`config.mk`:
```
export PLATFORM = sky130hd
export DESIGN_NAME = uart_rx_frame
export DESIGN_NICKNAME = d
export VERILOG_FILES = /design/src/rtl/uart_rx_frame.sv
export SDC_FILE = /design/constraint.sdc
export NUM_CORES = 1
export LEC_CHECK = 0
export ABC_AREA = 1
export CELL_PAD_IN_SITES_DETAIL_PLACEMENT = 1
export CELL_PAD_IN_SITES_GLOBAL_PLACEMENT = 1
export CORE_AREA = 4 4 77 79
export DETAILED_ROUTE_END_ITERATION = 8
export DIE_AREA = 0 0 81 83
export HOLD_SLACK_MARGIN = 0.02
export PLACE_DENSITY_LB_ADDON = 0.08
export SYNTH_ARGS = -nofsm -noshare
export SYNTH_HDL_FRONTEND = slang
export SYNTH_SLANG_ARGS = --single-unit
```
`constraint.sdc`:
```
create_clock -name clk -period 1.7 [get_ports clk]
set_clock_uncertainty 0.2 [all_clocks]
set_input_delay 0.34 -clock clk [delete_from_list [all_inputs] [get_ports clk]]
set_output_delay 0.34 -clock clk [all_outputs]
set_load 0.01 [all_outputs]
```
`src/rtl/uart_rx_frame.sv`:
```
// UART receive frame path: 16x oversampled start detection, 7/8 data bits MSB-first,
// always-present parity slot, 1 or 2 stop bits, one parallel byte per frame with error flags.
module uart_rx_frame (
  input  logic       clk,
  input  logic       rst,
  input  logic       rx_tick,
  input  logic       rx_in,
  input  logic [1:0] parity_type,
  input  logic       stop_bits,
  input  logic       data_length,
  output logic [7:0] data_out,
  output logic       data_valid,
  output logic       parity_error,
  output logic       frame_error,
  output logic       busy,
  output logic [2:0] dbg_state
);

  localparam int OVERSAMPLE = 16;
  localparam logic [3:0] HALF_TICK = 4'(OVERSAMPLE / 2 - 1);
  localparam logic [3:0] LAST_TICK = 4'(OVERSAMPLE - 1);

  typedef enum logic [2:0] {
    IDLE   = 3'd0,
    START  = 3'd1,
    DATA   = 3'd2,
    PARITY = 3'd3,
    STOP1  = 3'd4,
    STOP2  = 3'd5
  } state_t;

  // Handshake: data_valid is a one-clk strobe with no back-pressure; data_out and the
  // error flags are stable from that strobe until the next one.

  state_t     state, state_next;
  logic       sync1, rxs, rxs_d;
  logic [3:0] tick_cnt;
  logic [2:0] bit_cnt;
  logic [7:0] shift;
  logic       cfg_len8, cfg_stop2;
  logic [1:0] cfg_ptype;
  logic       par_err_c, frm_err_c;
  logic       finish_pend;

  logic fall, at_half, at_center;
  logic start_entry, confirm, sample_data, sample_par, sample_stop1, sample_stop2, done;
  logic [2:0] last_idx;

  assign fall      = rxs_d & ~rxs;
  assign at_half   = rx_tick && (tick_cnt == HALF_TICK);
  assign at_center = rx_tick && (tick_cnt == LAST_TICK);
  assign last_idx  = cfg_len8 ? 3'd7 : 3'd6;
  assign dbg_state = state;

  always_ff @(posedge clk or negedge rst) begin
    if (!rst) state <= IDLE;
    else      state <= state_next;
  end

  always_comb begin
    state_next   = state;
    start_entry  = 1'b0;
    confirm      = 1'b0;
    sample_data  = 1'b0;
    sample_par   = 1'b0;
    sample_stop1 = 1'b0;
    sample_stop2 = 1'b0;
    done         = 1'b0;
    case (state)
      IDLE: begin
        if (fall) begin
          start_entry = 1'b1;
          state_next  = START;
        end
      end
      START: begin
        if (at_half) begin
          if (rxs) begin
            state_next = IDLE;
          end else begin
            confirm    = 1'b1;
            state_next = DATA;
          end
        end
      end
      DATA: begin
        if (at_center) begin
          sample_data = 1'b1;
          if (bit_cnt == last_idx) state_next = PARITY;
        end
      end
      PARITY: begin
        if (at_center) begin
          sample_par = 1'b1;
          state_next = STOP1;
        end
      end
      STOP1: begin
        if (at_center) begin
          sample_stop1 = 1'b1;
          if (cfg_stop2) begin
            state_next = STOP2;
          end else begin
            done       = 1'b1;
            state_next = IDLE;
          end
        end
      end
      STOP2: begin
        if (at_center) begin
          sample_stop2 = 1'b1;
          done         = 1'b1;
          state_next   = IDLE;
        end
      end
      default: state_next = IDLE;
    endcase
  end

  // Synchronizer and edge history idle high so a reset never looks like a start edge.
  always_ff @(posedge clk or negedge rst) begin
    if (!rst) begin
      sync1 <= 1'b1;
      rxs   <= 1'b1;
      rxs_d <= 1'b1;
    end else begin
      sync1 <= rx_in;
      rxs   <= sync1;
      rxs_d <= rxs;
    end
  end

  always_ff @(posedge clk or negedge rst) begin
    if (!rst) begin
      tick_cnt <= 4'd0;
      bit_cnt  <= 3'd0;
    end else begin
      if (start_entry || confirm || at_center) tick_cnt <= 4'd0;
      else if (rx_tick && state != IDLE)      tick_cnt <= tick_cnt + 4'd1;
      if (confirm)          bit_cnt <= 3'd0;
      else if (sample_data) bit_cnt <= bit_cnt + 3'd1;
    end
  end

  always_ff @(posedge clk or negedge rst) begin
    if (!rst) begin
      shift     <= 8'd0;
      cfg_len8  <= 1'b1;
      cfg_stop2 <= 1'b0;
      cfg_ptype <= 2'b00;
      par_err_c <= 1'b0;
      frm_err_c <= 1'b0;
    end else begin
      if (confirm) begin
        // Zeroed here so 7 shifts leave bit 7 clear in 7-bit mode.
        shift     <= 8'd0;
        cfg_len8  <= data_length;
        cfg_stop2 <= stop_bits;
        cfg_ptype <= parity_type;
        par_err_c <= 1'b0;
        frm_err_c <= 1'b0;
      end
      if (sample_data) shift <= {shift[6:0], rxs};
      if (sample_par) begin
        case (cfg_ptype)
          2'b01:   par_err_c <= ~(^shift ^ rxs);
          2'b10:   par_err_c <= ^shift ^ rxs;
          default: par_err_c <= 1'b0;
        endcase
      end
      if (sample_stop1) frm_err_c <= ~rxs;
      if (sample_stop2) frm_err_c <= frm_err_c | ~rxs;
    end
  end

  always_ff @(posedge clk or negedge rst) begin
    if (!rst) begin
      finish_pend  <= 1'b0;
      data_valid   <= 1'b0;
      data_out     <= 8'd0;
      parity_error <= 1'b0;
      frame_error  <= 1'b0;
      busy         <= 1'b0;
    end else begin
      finish_pend <= done;
      data_valid  <= finish_pend;
      if (confirm) busy <= 1'b1;
      if (finish_pend) begin
        data_out     <= shift;
        parity_error <= par_err_c;
        frame_error  <= frm_err_c;
        busy         <= 1'b0;
      end
    end
  end

endmodule
```
Word level (Yosys, flattened, before mapping). Cells that the tools add are included.

Register bits after elaboration: 40. Output and inout bits: 15. Input port bits: 8.

Add/sub/neg operators: 2. Reductions and logical operators: 14. Eq/ne operators: 17. Bitwise logic cells: 5. Muxes and demuxes: 37.

Operators with widths (number): 3-bit 2-to-1 mux (10); 1-bit 2-to-1 mux (19); 3-bit one-hot mux with 6 select lines (1); 8-bit 2-to-1 mux (2); 2-bit inequality test, second input constant (7); 4-bit 2-to-1 mux (2); 2-bit nonzero test (4); 8-bit XOR reduction (1); 7-bit AND reduction (1); 3-bit by 2-bit == test with 1-bit output, second input constant (2); 3-bit == test, second input constant (2); 3-bit nonzero test (2); 4-bit by 1-bit adder with 4-bit output, second input constant (1); 4-bit by 3-bit == test with 1-bit output, second input constant (1); 4-bit == test, second input constant (1); 1-bit one-hot mux with 2 select lines (2); 3-bit by 1-bit adder with 3-bit output, second input constant (1); 3-bit by 1-bit == test with 1-bit output, second input constant (1); 3-bit == test (1); 1-bit logical AND (3); 3-bit zero test (1); 2-bit by 1-bit == test with 1-bit output, second input constant (1); 2-bit == test, second input constant (1); 1-bit logical OR (2); 5 further kinds (6).

Longest topological paths before layout. Gate-level depths: netlist of the first run.

Word-level depth: 7. Mapped depth: 11.

Worst setup path after synthesis of the first run. No wires, ideal clock.

Path type: reg-to-reg. From: register tick_cnt[0]. To: register state[0], in the netlist dbg_state[0]. Cell stages (with the launch flop): 9. Buffers on the path: 0. Setup time: 129 ps. Path slack: 139 ps. Clock period less this slack: 1561 ps. Arrival: 1232 ps. Required time: 1371 ps. Path through: dfrtp_1 ha_1 nand3_1 nor2_1 inv_2 nand2_1 nand2_1 nor3_4 o21ai_0.

Word-level cells in the longest chain between the ends: 4. Elaborated cells between the ends (all ways): 10. Classes of those cells: eq/ne: 7; reduce/logical: 3.

RTL lines: start: declaration (line 37) `logic [3:0] tick_cnt;`; start signal: assignment (line 139) `else if (rx_tick && state != IDLE) tick_cnt <= tick_cnt + 4'd1;`; 4-bit == test / 4-bit by 3-bit == test with 1-bit output (equally long branches) (line 51, 50); 1-bit logical AND (on tied branches) (line 51, 50); 2-bit inequality test (no source line); 7-bit AND reduction (no source line) (*); end signal: assignment (line 57) `else state <= state_next;`; end: declaration (line 35) `state_t state, state_next;`.

Mark *: on every way between the ends. The rest lies on a longest branch, timed or not. A chain may end at the register's enable or synchronous reset.

Worst setup path in the final report of the first run.
From: register state[2], in the netlist dbg_state[2]. To: register shift[1].

Word-level cells in the longest chain between the ends: 3. Elaborated cells between the ends (all ways): 6. Classes of those cells: eq/ne: 2; mux: 3; reduce/logical: 1.

RTL lines: 3-bit by 2-bit == test with 1-bit output / 3-bit by 1-bit == test with 1-bit output (equally long branches) (line 69) `case (state)`; 1-bit 2-to-1 mux (line 69); 8-bit 2-to-1 mux / 2-bit nonzero test (equally long branches); end signal: assignment (line 163) `if (sample_data) shift <= {shift[6:0], rxs};`; end: declaration (line 39) `logic [7:0] shift;`.

Several ways; a longest one is shown, not always the timed one.

==> impl_metrics.env, run 1 <==
export IMPL_core_area_um2=5340
export IMPL_timing_fmax_mhz=612
export IMPL_num_rows=27
export IMPL_dp_slack_ps=-296
export IMPL_dp_cells=327
export IMPL_worstPathCellList="buf_4, nor3_4, nand2_2, nor2_8, inv_4, nand2_4, o22ai_1"
export IMPL_synth_cell_type_count=30
export IMPL_max_stage_delay_ps=410
export IMPL_power_mw=3.37
export IMPL_synth_avg_cell_area_um2=8.50
export IMPL_cap_viol_max_count=0
export IMPL_start_kind="register"
export IMPL_r2r_start="dbg_state[2]"
export IMPL_path_class="register to register"
export IMPL_fin_crit_sh_pct=96.1
export IMPL_clockBufferDepth=2
export IMPL_root_buffer="clkbuf_8"
export IMPL_critPathRequiredTime_ps=1670
export IMPL_min_path_cells=0
export IMPL_cts_tree="yes"
export IMPL_grtUsageMet3_pct=3.90
export IMPL_grt_pass1_vias=1660
export IMPL_drive_above_1_share_pct=26.7
export IMPL_num_vias=1558
export IMPL_synth_edff_count=0
export IMPL_gp_congestion=0.731
export IMPL_syn_inst=222
export IMPL_fin_nets=279
export IMPL_clk_pin_slew_ps=80
export IMPL_mostFrequentLayoutCells="nand2_1 (65), dfrtp_1 (33), nor2_1 (22)"
export IMPL_setup_viol=0
export IMPL_r2r_setup_slack_ps=70
export IMPL_cpMaxStageDelayCell="dfrtp_2"
export IMPL_cp_max_fo=9
export IMPL_busiest_layer="met2"
export IMPL_critical_path_buf_inv_count=2
export IMPL_hold_path_end="rxs"
export IMPL_final_cells=342
export IMPL_synth_top_flop_cell="dfrtp_1"
export IMPL_synth_fp_nets=232
export IMPL_die_x_um=81
export IMPL_grt_overflow=0
export IMPL_finish_utilization_pct=46.6
export IMPL_crit_path_end_kind="register"
export IMPL_synth_warnings=0
export IMPL_ys_seq_area_share_pct=53.3
export IMPL_mostFrequentLayoutCell="nand2_1"
export IMPL_n_fill_cell=673
export IMPL_worstRegToRegCells=7
export IMPL_cts_max_level=2
export IMPL_syn_to_final_growth_pct=31.9
export IMPL_gr_usage_all_layers_pct=14.4
export IMPL_dp_hpwl_um=3200
export IMPL_die_area_um2=6720
export IMPL_cts_buffers=5
export IMPL_slew_violations=0
export IMPL_fin_crit_ps=1630
export IMPL_yosys_register_bits=40
export IMPL_fin_ws_ps=66.6
export IMPL_hold_viol=0
export IMPL_async_flop_share_pct=100
export IMPL_initial_core_util_pct=35.4
export IMPL_grtUsageMet2_pct=22.6
export IMPL_worstPathArrival_ps=1600
export IMPL_drc_errors=0
export IMPL_synthesis_area_um2=1890
export IMPL_firstDrtPassIters=5
export IMPL_worst_pin_slew_ps=422
export IMPL_drt_iter0_markers=59
export IMPL_worstHoldStart="sync1"
export IMPL_status="finished, final reports clean"
export IMPL_clk_latency_ps=290
export IMPL_rsz0062_at_grt="true"
export IMPL_die_h_um=83
export IMPL_ant_nets=0
export IMPL_io_buffer_count=22
export IMPL_r2r_end="shift[1]"
export IMPL_ir_drop_v=0.000521
export IMPL_p_leak_nw=1.30
export IMPL_drt_total_wl_um=4410
export IMPL_boundaryPins=23
export IMPL_cp_top_family="simple AND/OR/NAND/NOR gates"
export IMPL_grt_pass1_wl_um=7590
export IMPL_p_per_area_nw_per_um2=1350
export IMPL_hp_class="register to register"
export IMPL_vias_per_cell=4.56
export IMPL_wl_per_cell_um=12.9
export IMPL_antenna_found_initial=0
export IMPL_cts_sinks=40
export IMPL_use_met1_pct=19.5
export IMPL_grt_max_degree=26
export IMPL_slew_limit_headroom_pct=71.8
export IMPL_insertedDiodeCount=0
-- logic make-up (layout without fill, tap and decap cells) --
group                      after synthesis  in the layout  share of synthesized area (%)
and+or+nand+nor                        116            116                           27.6
muxes                                    2              2                           1.19
buffers and inverters                   29             77                           6.43
adders and majority gates                2              2                           1.33
DFF                                     40             40                           53.3
xor gates and xnor gates                 2              2                          0.928
AOI/OAI and AO/OA                       31             31                           9.21
-- per-layer routing --
layer | vias to the layer above | wire [µm] | share of wire [%]
met5 | - | 0 | 0
met4 | 0 | 45 | 1.0
met1 | 728 | 2170 | 49
met2 | 22 | 2010 | 46
met3 | 5 | 173 | 3.9
li1 | 803 | - | -
-- worst max path at each step --
stage	cells past startpoint	slack [ps]	to	start
floorplan	8	140	dbg_state[0]	tick_cnt[0]
global placement	8	-270	dbg_state[0]	rx_tick
detailed placement	8	-300	dbg_state[0]	rx_tick
CTS	9	-10	dbg_state[0]	tick_cnt[0]
global route	9	-50	dbg_state[0]	tick_cnt[1]
finish	7	70	shift[1]	dbg_state[2]
-- timing repair --
action | in CTS | in global routing
pin swaps | 4 | 8
setup buffers | 4 | 2
hold endpoints to repair | 15 | 0
hold buffers | 1 | 0
setup endpoints to repair | 18 | 19
resized for setup | 24 | 15
-- state kept, by name, summed over array words and instances (netlist names), 2 cells and up --
| register | cells |
|---|---|
| dbg_state | 3 |
| tick_cnt | 4 |
| bit_cnt | 3 |
| cfg_ptype | 2 |
| data_out | 8 |
| shift | 8 |
-- worst register-to-register path: cells and delay by family, from the launching register on --
family | cells | cell delay [ps]
AND/OR/NAND/NOR | 4 | 570
AO/OA/AOI/OAI | 1 | 90
flip-flops | 1 | 410
buffers and inverters | 2 | 250
-- area by class of cell --
class | count | area, µm² | share of cell area [%]
Multi-Input combinational cell | 153 | 825 | 33.1
Clock buffer | 6 | 82.6 | 3.32
Clock inverter | 2 | 10.0 | 0.402
Tap cell | 72 | 90.1 | 3.62
Sequential cell | 40 | 1010 | 40.6
Timing Repair Buffer | 43 | 369 | 14.8
Inverter | 26 | 104 | 4.17
-- where the power goes --
part           switching [mW]  internal, mW
clock network           0.330         0.324
logic                   0.851         0.567
registers               0.157          1.14
-- synthesized netlist by cell type, types with 2 or more instances --
cell / count / area, µm²
a21oi_1: 11 / 55.1
a21oi_2: 2 / 17.5
dfrtp_1: 36 / 901
dfstp_2: 4 / 105
ha_1: 2 / 25.0
inv_1: 19 / 71.3
inv_2: 5 / 18.8
mux2_2: 2 / 22.5
nand2_1: 68 / 255
nand2_2: 3 / 18.8
nand3_1: 9 / 45.0
nor2_1: 24 / 90.1
nor2_2: 2 / 12.5
nor3_1: 2 / 10.0
nor3_2: 2 / 20.0
o21ai_0: 4 / 20.0
o21ai_1: 5 / 25.0
o22ai_1: 9 / 56.3
xor2_1: 2 / 17.5
-- metrics by stage --
stage               hold slack [ps]  cell area [µm²]  TNS [ps]
global placement               92.1             2290     -4630
floorplan                      -156             1890         0
finish                          158             2490         0
detailed placement              103             2290     -5380
CTS                             160             2430     -34.0
global route                    171             2490      -451
(Power assumes the default switching activity.)
==> run 2, diff against run 1 <==
--- a/config.mk
+++ b/config.mk
@@ -8,9 +8,9 @@
 export ABC_AREA = 1
 export CELL_PAD_IN_SITES_DETAIL_PLACEMENT = 1
 export CELL_PAD_IN_SITES_GLOBAL_PLACEMENT = 1
-export CORE_AREA = 4 4 77 79
+export CORE_AREA = 4 4 73 75
 export DETAILED_ROUTE_END_ITERATION = 8
-export DIE_AREA = 0 0 81 83
+export DIE_AREA = 0 0 77 79
 export HOLD_SLACK_MARGIN = 0.02
 export PLACE_DENSITY_LB_ADDON = 0.08
 export SYNTH_ARGS = -nofsm -noshare
==> constraint.sdc (replaced) <==
create_clock -name clk -period 1.63 [get_ports clk]
set_clock_uncertainty 0.2 [all_clocks]
set_input_delay 0.326 -clock clk [delete_from_list [all_inputs] [get_ports clk]]
set_output_delay 0.326 -clock clk [all_outputs]
set_load 0.01 [all_outputs]
==> impl_metrics.env, run 2 (synthesized netlist as in run 1, its figures left out) <==
export IMPL_min_path_cells=0
export IMPL_fin_crit_sh_pct=103
export IMPL_clk_latency_ps=290
export IMPL_boundaryPins=23
export IMPL_critPathRequiredTime_ps=1650
export IMPL_layout_area_seq_um2=1010
export IMPL_drt_iter0_markers=59
export IMPL_finish_utilization_pct=57.8
export IMPL_fin_ws_ps=-53.3
export IMPL_firstDrtPassIters=4
export IMPL_worstRegToRegCells=9
export IMPL_r2r_start="tick_cnt[0]"
export IMPL_die_h_um=79
export IMPL_cts_buffers=5
export IMPL_path_class="register to register"
export IMPL_worst_pin_slew_ps=281
export IMPL_p_clk_share_pct=17.0
export IMPL_switchingPower_mw=1.55
export IMPL_start_kind="register"
export IMPL_hold_viol=0
export IMPL_reg_top3="data_out x8, shift x8, tick_cnt x4"
export IMPL_gr_usage_all_layers_pct=17.5
export IMPL_syn_to_final_growth_pct=42.6
export IMPL_fin_nets=295
export IMPL_grtUsageMet3_pct=3.51
export IMPL_gp_congestion=0.784
export IMPL_cts_tree="yes"
export IMPL_dpl_cell_area_um2=2300
export IMPL_vias_per_cell=4.94
export IMPL_hold_path_end="rxs"
export IMPL_initial_core_util_pct=40.5
export IMPL_hp_class="register to register"
export IMPL_worstPathCellList="ha_4, nand3_4, nor2_4, inv_2, nand2_2, nand2_2, nor3_4, nand2_1, o21ai_1"
export IMPL_use_met1_pct=20.5
export IMPL_die_x_um=77
export IMPL_timing_fmax_mhz=594
export IMPL_dp_hpwl_um=3440
export IMPL_p_per_area_nw_per_um2=1420
export IMPL_core_area_um2=4660
export IMPL_grt_overflow=0
export IMPL_io_buffer_count=22
export IMPL_p_leak_nw=1.41
export IMPL_cap_viol_max_count=0
export IMPL_antenna_found_initial=0
export IMPL_drc_errors=0
export IMPL_grtUsageMet2_pct=32.1
export IMPL_fin_crit_ps=1680
export IMPL_crit_path_end_kind="register"
export IMPL_num_vias=1680
export IMPL_r2r_setup_slack_ps=-50
export IMPL_dp_slack_ps=-406
export IMPL_wl_per_cell_um=15.1
export IMPL_worst_path_most_repeated_cell="nand2_2"
export IMPL_ant_nets=0
export IMPL_insertedDiodeCount=0
export IMPL_power_mw=3.82
export IMPL_mostFrequentLayoutCells="nand2_1 (64), dfrtp_1 (33), buf_4 (31)"
export IMPL_internal_power_mw=2.27
export IMPL_cp_max_fo=6
export IMPL_cts_max_level=2
export IMPL_fin_area_um2=2690
export IMPL_r2r_end="dbg_state[0]"
export IMPL_cpMaxStageDelayCell="dfrtp_1"
export IMPL_clockBufferDepth=2
export IMPL_violations="negative setup slack"
export IMPL_ir_drop_v=0.000789
export IMPL_grt_max_degree=41
export IMPL_comb_power_share_pct=47.1
export IMPL_num_rows=25
export IMPL_max_stage_delay_ps=400
export IMPL_grt_pass1_wl_um=8400
export IMPL_die_area_um2=6080
export IMPL_grt_pass1_vias=1787
export IMPL_root_buffer="clkbuf_8"
export IMPL_slew_violations=0
export IMPL_drt_total_wl_um=5150
export IMPL_setup_viol=3
export IMPL_rsz0062_at_grt="true"
export IMPL_worstPathArrival_ps=1700
export IMPL_cts_sinks=40
export IMPL_clk_pin_slew_ps=80
export IMPL_slew_limit_headroom_pct=81.1
export IMPL_worstHoldStart="sync1"
export IMPL_multiInputGateArea_um2=918
export IMPL_pwr_share_seq_pct=35.9
export IMPL_busiest_layer="met2"
export IMPL_n_fill_cell=550
export IMPL_drive_above_1_share_pct=36.0
export IMPL_status="finished, violations left"
export IMPL_fin_tns_setup_ps=-85.4
export IMPL_netSwitchingFraction_pct=40.5
export IMPL_mostFrequentLayoutCell="nand2_1"
run 2: critical path: cells and delay by family, from the launching register on:
kind,cells,cell delay [ps]
AOI/OAI and AO/OA,1,90
adders and majority gates,1,170
buffers and inverters,1,70
DFF,1,400
and+or+nand+nor,6,670
run 2: through the flow:
| step | cells | hold slack (ps) |
|---|---|---|
| final | 340 | 158 |
| after CTS | 325 | 159 |
| after global routing | 340 | 163 |
| after global placement | 313 | 117 |
| after floorplan | 222 | -170 |
| after detailed placement | 313 | 117 |
run 2: metal layers:
layer	share of wire (%)	wire, µm
met2	57	2910
met4	1.5	75
met5	0	0
met3	2.7	141
met1	39	2020
run 2: final cells by class:
cell class / instances / share of cell area [%]
multi-input cells: 154 / 34.1
clock buffers: 7 / 2.83
well taps: 54 / 2.51
flip-flops and latches: 40 / 37.5
repair buffers: 58 / 18.9
clock inverters: 1 / 0.186
inverters: 26 / 3.95
run 2: power by group through the flow:
stage	registers [mW]	clock network [mW]	logic, mW
2_1_floorplan	1.35	0	0.911
4_1_cts	1.35	0.677	1.54
3_5_place_dp	1.36	0	1.42
3_3_place_gp	1.36	0	1.34
5_1_grt	1.41	0.730	2.01
6_report	1.37	0.649	1.80
run 2: worst max-delay path by stage:
stage | end | from | cells after the start
final | dbg_state[0] | tick_cnt[0] | 9
after global routing | bit_cnt[2] | tick_cnt[0] | 7
after CTS | dbg_state[0] | tick_cnt[0] | 9
after floorplan | dbg_state[0] | tick_cnt[0] | 8
after detailed placement | dbg_state[1] | rx_tick | 8
after global placement | dbg_state[1] | rx_tick | 8
run 2: repair_timing:
item                                    in CTS  in global routing
hold buffers                                 1                  0
resized for setup                           34                 33
setup buffers                                3                 14
hold endpoints to repair                    36                  0
pin swaps                                    6                  6
endpoints found under the setup margin      33                 23
gates cloned                                 0                  1
